File: config.mk
export PLATFORM = sky130hd
export DESIGN_NAME = parking_occupancy_ctrl
export DESIGN_NICKNAME = d
export VERILOG_FILES = /design/src/rtl/parking_occupancy_ctrl.sv
export SDC_FILE = /design/constraint.sdc
export NUM_CORES = 1
export LEC_CHECK = 0
export ABC_AREA = 1
export BUFFER_PORTS_ARGS = -buffer_cell sky130_fd_sc_hd__buf_4
export CORE_MARGIN = 2
export CORE_UTILIZATION = 45
export DETAILED_ROUTE_END_ITERATION = 6
export MAX_ROUTING_LAYER = met4
export PLACE_DENSITY = 0.72
export REMOVE_ABC_BUFFERS = 1
export SLEW_MARGIN = 20
export SYNTH_ARGS = -nofsm -noshare
export SYNTH_HDL_FRONTEND = slang
export SYNTH_SLANG_ARGS = --single-unit
File: constraint.sdc
create_clock -name clk -period 2.5 [get_ports clk]
set_clock_uncertainty 0.05 [all_clocks]
set_input_delay 0.75 -clock clk [delete_from_list [all_inputs] [get_ports clk]]
set_output_delay 0.75 -clock clk [all_outputs]
set_load 0.01 [all_outputs]
File: src/rtl/parking_occupancy_ctrl.sv
// -----------------------------------------------------------------------------
// parking_occupancy_ctrl
//
// Purpose:
//   Central controller for the car-park sensor lanes. Merges the entry/exit
//   pulses of NUM_LANES direction detectors into a saturating occupancy count
//   with full/empty flags and sticky overflow/underflow errors. Also sequences
//   the lane-0 entry barrier. A request opens the barrier when space is free.
//   A confirmed lane-0 entry closes it. If no entry arrives in time, the lane-0
//   detector receives a resync pulse.
//
// Ports:
//   clk          in   1          system clock, rising edge
//   rst_n        in   1          asynchronous active-low reset
//   inc          in   NUM_LANES  1-cycle entry pulses, one bit per lane
//   dec          in   NUM_LANES  1-cycle exit pulses, one bit per lane
//   gate_req     in   1          ticket-button request (level or pulse)
//   err_clr      in   1          clears the sticky error flags
//   count        out  CNT_W      current occupancy
//   full         out  1          count == CAPACITY
//   empty        out  1          count == 0
//   gate_open    out  1          barrier drive, 1 = raised
//   det_clr      out  1          1-cycle resync pulse to the lane-0 detector
//   err_ovf      out  1          sticky: an increment was lost at CAPACITY
//   err_unf      out  1          sticky: a decrement was lost at 0
//   stat_entries out  16         wrapping total of inc pulses (0 if stats off)
//   stat_exits   out  16         wrapping total of dec pulses (0 if stats off)
//
// Configuration:
//   PARK_STATS_EN  when defined, stat_entries/stat_exits are live wrapping
//                  counters; otherwise both ports are tied to zero.
// -----------------------------------------------------------------------------
module parking_occupancy_ctrl #(
  parameter int NUM_LANES = 2,
  parameter int CAPACITY  = 100,
  parameter int CNT_W     = 8,
  parameter int TIMEOUT   = 1000,
  parameter int TMR_W     = 16
) (
  input  logic                 clk,
  input  logic                 rst_n,
  input  logic [NUM_LANES-1:0] inc,
  input  logic [NUM_LANES-1:0] dec,
  input  logic                 gate_req,
  input  logic                 err_clr,
  output logic [CNT_W-1:0]     count,
  output logic                 full,
  output logic                 empty,
  output logic                 gate_open,
  output logic                 det_clr,
  output logic                 err_ovf,
  output logic                 err_unf,
  output logic [15:0]          stat_entries,
  output logic [15:0]          stat_exits
);

  // Two guard bits give headroom for the sign and for additions above CAPACITY.
  localparam int SW = CNT_W + 2;
  localparam logic signed [SW-1:0] CAP_S = SW'(CAPACITY);
  localparam logic [TMR_W-1:0] TMR_LAST = TMR_W'(TIMEOUT - 1);

  typedef enum logic [3:0] {
    G_IDLE  = 4'b0001,
    G_OPEN  = 4'b0010,
    G_CLOSE = 4'b0100,
    G_TOUT  = 4'b1000
  } gate_state_t;

  logic [SW-1:0]        n_i;
  logic [SW-1:0]        n_d;
  logic signed [SW-1:0] sum;
  logic                 ovf;
  logic                 unf;
  logic [CNT_W-1:0]     count_nxt;

  gate_state_t          state;
  gate_state_t          state_nxt;
  logic [TMR_W-1:0]     timer;

  // Occupancy arithmetic
  always_comb begin
    n_i = '0;
    n_d = '0;
    for (int l = 0; l < NUM_LANES; l++) begin
      n_i = n_i + SW'(inc[l]);
      n_d = n_d + SW'(dec[l]);
    end
    sum = $signed({2'b00, count}) + $signed(n_i) - $signed(n_d);
    unf = sum[SW-1];
    ovf = !unf && (sum > CAP_S);
    if (ovf) begin
      count_nxt = CNT_W'(CAPACITY);
    end else if (unf) begin
      count_nxt = '0;
    end else begin
      count_nxt = sum[CNT_W-1:0];
    end
  end

  // full/empty are decoded from the value being loaded, so they line up
  // with count.
  always_ff @(posedge clk or negedge rst_n) begin
    if (!rst_n) begin
      count   <= '0;
      full    <= 1'b0;
      empty   <= 1'b1;
      err_ovf <= 1'b0;
      err_unf <= 1'b0;
    end else begin
      count   <= count_nxt;
      full    <= (count_nxt == CNT_W'(CAPACITY));
      empty   <= (count_nxt == '0);
      // A fresh error in the clearing cycle must survive the clear.
      err_ovf <= ovf | (err_ovf & ~err_clr);
      err_unf <= unf | (err_unf & ~err_clr);
    end
  end

  // Barrier next-state logic
  // Only inc[0] and gate_req steer the barrier. Other lanes and dec[0]
  // affect only the count.
  always_comb begin
    state_nxt = state;
    unique case (state)
      G_IDLE: begin
        if (gate_req && !full) state_nxt = G_OPEN;
      end
      G_OPEN: begin
        // When both happen in the same cycle, an entry takes priority over
        // the timeout.
        if (inc[0])                 state_nxt = G_CLOSE;
        else if (timer == TMR_LAST) state_nxt = G_TOUT;
      end
      G_CLOSE: state_nxt = G_IDLE;
      G_TOUT:  state_nxt = G_IDLE;
      default: state_nxt = G_IDLE;
    endcase
  end

  // The outputs are registered and decoded from the next state, so gate_open
  // and det_clr change on the same edge as the state.
  always_ff @(posedge clk or negedge rst_n) begin
    if (!rst_n) begin
      state     <= G_IDLE;
      timer     <= '0;
      gate_open <= 1'b0;
      det_clr   <= 1'b0;
    end else begin
      state     <= state_nxt;
      timer     <= (state == G_OPEN && state_nxt == G_OPEN) ? timer + 1'b1 : '0;
      gate_open <= (state_nxt == G_OPEN);
      det_clr   <= (state_nxt == G_TOUT);
    end
  end

`ifdef PARK_STATS_EN
  // These counters count raw pulses and wrap silently. They are
  // independent of occupancy saturation.
  always_ff @(posedge clk or negedge rst_n) begin
    if (!rst_n) begin
      stat_entries <= '0;
      stat_exits   <= '0;
    end else begin
      stat_entries <= stat_entries + 16'(n_i);
      stat_exits   <= stat_exits + 16'(n_d);
    end
  end
`else
  assign stat_entries = 16'd0;
  assign stat_exits   = 16'd0;
`endif

endmodule

==> reports/results.ini <==
[placed_design]
dp_hpwl_um = 3300
port_buffers = 21
placed_cells = 400
pre_cts_slack_ns = -1.03
gp_congestion = 0.834

[drt]
dr.pass1.iters = 4
drc = 0
vias = 1843
wl_um = 4270
drtIter0Drc = 85
routedWlPerCell_um = 10.5
ant_nets = 0
via_per_inst = 4.52

[synth]
synth_area_um2 = 2360
yosysWarnings = 0
ys_seq_area_frac = 0.361
synthXorXnorAreaFrac = 0.0185
syn_inst = 297
yosysMostFrequentCell = nand2_1
yosysTopAreaCell = dfrtp_1
async_flop_share = 1.00
synth-seq-cells = 34
netlist-cell-type-count = 35
synth.avg_cell_area_um2 = 7.95
synth_top_family_by_area = simple AND/OR/NAND/NOR gates
yosys.area_share.adder = 0.0784
synth_common_cells = nand2_1, inv_1, buf_4
synth_compound_area_frac = 0.0508
yosys.area_share.simple = 0.299
synthMuxAreaShare = 0
synth_top_area_share = 0.339
synth_edf_count = 0
synth.area.top_cells = dfrtp_1, buf_4, nand2_1
ys.flop_type = dfrtp_1

[run]
maxCapViolCount = 0

[floorplanning]
ios = 54
die_area_um2 = 5850
die_y_um = 76.5
rows = 26
start_util = 0.465
die_x_um = 76.5
core_um2 = 5070

[grt]
grt_pass1_wl_um = 7400
antenna_found_initial = 0
grt_max_degree = 35
track_usage = 0.162
grt_pass1_vias = 1733
overflow = 0

[cts]
cts_buffers = 5
clkSinkCount = 34
clock_latency_ns = 0.29
cts_max_level = 2
max-clock-path-buffers = 2
tritoncts = built
cts-root-buf = clkbuf_8
hold_buffers = 0
path_clk_slew_ns = 0.07

[sta]
max_freq_mhz = 324
setup_slack_ns = -0.585
period_share = 1.23
setup_violations = 11
period_needed_ns = 3.09
drv_slew = 0
rsz0062_at_grt = yes
setup_tns_ns = -5.28
finalHoldViolCount = 0

[outcome]
violations = setup timing
outcome = complete, but fails checks

[setup_path]
r2r-end = empty
path_class = in2reg
cp_num_buf_inv = 5
cp_cell_sequence = buf_6 > fa_1 > inv_1 > fa_2 > inv_2 > ha_4 > inv_2 > fa_2 > inv_2 > nand3_2 > nand3_2 > nand2_1 > nand2_1 > nand2_1 > nand2_2 > nand2_1 > nor2_1 > nand2_2 > nor2_2
max_stage_delay_ns = 0.52
r2r-start = count[0]
reg2reg_slack_ns = 0.08
cp_slowest_cell = fa_1
crit_required_ns = 2.68
critPathMaxFanout = 2
cp-end-kind = flop
rr_worst_depth = 17
arrival_ns = 3.27
critPathTopFamily = adder cells
cp_common_cell = nand2_1
crit_path_start_kind = primary input

[final_layout]
drive_gt1_frac = 0.278
final_cells = 408
areaGrowthSynthToFinish_pct = 18.0
fin_nets = 358
antennaDiodeCount = 0

[power_and_ir_drop]
leakage_uw = 0.00147
powerDensity_nw_per_um2 = 976
irDropWorstVdd_mv = 0.699

[min_path]
hp-class = in2async

-- metrics by stage --
stage               instance area (um^2)  hold WS [ns]   util  power [uW]
floorplan                           2230         0.403      -        1580
finish                              2790         0.341  0.549        2720
global placement                    2580         0.422  0.508        1960
detailed placement                  2580         0.430  0.508        1980
CTS                                 2770         0.356  0.545        2670
global route                        2790         0.381  0.549        2930
-- kinds of logic after synthesis --
logic type                 Yosys count
and+or+nand+nor                    138
buffers and inverters               86
DFF                                 34
AOI/OAI and AO/OA                   20
adders and majority gates           13
xor gates and xnor gates             5
other                                1
-- timing repair --
action                     4_1_cts  5_1_grt
pin swaps                        9        6
resized for setup               17        7
setup endpoints to repair       11       11
setup buffers                    0        0
-- power breakdown --
| part | internal (uW) | switching [uW] | total (uW) |
|---|---|---|---|
| logic | 603 | 844 | 1450 |
| clock network | 400 | 220 | 620 |
| registers | 608 | 45.2 | 653 |
| total | 1610 | 1110 | 2720 |
-- placed cells by master, fill, tap and decap left out, types with 2 or more instances in the layout --
master	instances
clkbuf_8	5
nand2_1	46
nor2_4	5
nor2_2	4
bufinv_16	2
dfrtp_1	32
nor3b_1	2
a21oi_2	3
dfstp_2	2
nand4_2	2
nand3_2	6
nand4_1	3
conb_1	33
a211oi_1	2
fa_2	2
nor3_1	8
nand2_2	8
buf_4	32
nand2_4	3
buf_6	2
nand3_1	13
inv_4	2
a21oi_1	9
inv_1	43
nor2_1	30
nand3b_1	2
o21ai_0	2
xor2_1	3
inv_2	8
nor3_2	2
ha_1	9
-- sequential cells by signal, indices dropped and copies added, names as in the netlist --
signal / cells
timer: 16
count: 8
state: 4
det_clr: 1
empty: 1
err_ovf: 1
err_unf: 1
full: 1
gate_open: 1
-- how the worst max path moves through the flow --
stage / startpoint / to / slack, ns / cells after the start
after detailed placement: inc[1] / empty / -1.03 / 20
after global routing: inc[1] / empty / -0.70 / 19
after CTS: inc[1] / empty / -0.59 / 17
after global placement: inc[1] / empty / -0.93 / 20
final: inc[1] / empty / -0.59 / 19
after floorplan: dec[0] / empty / -0.79 / 20
-- worst reg2reg max path: stages (launching register included) --
cell	delay, ns
dfrtp_1	0.36
inv_1	0.07
fa_2	0.36
inv_2	0.07
ha_4	0.13
inv_2	0.03
fa_2	0.36
inv_2	0.09
nand3_2	0.10
nand3_2	0.08
nand2_1	0.05
nand2_1	0.07
nand2_1	0.07
nand2_2	0.09
nand2_1	0.07
nor2_1	0.14
nand2_2	0.07
nor2_2	0.10
-- final cells by class --
type | count | area (um^2)
Multi-Input combinational cell | 209 | 1240
Fill cell | 491 | 2290
Timing Repair Buffer | 34 | 263
Clock inverter | 3 | 68.8
Sequential cell | 34 | 853
Clock buffer | 5 | 68.8
Tap cell | 70 | 87.6
Inverter | 53 | 204
-- layer usage --
layer / track usage / wire (um)
met4: 0.0618 / 72
met3: 0.0332 / 157
met2: 0.251 / 1940
met5: - / 0
met1: 0.209 / 2100
No activity file was read; power rests on OpenSTA's default activity.
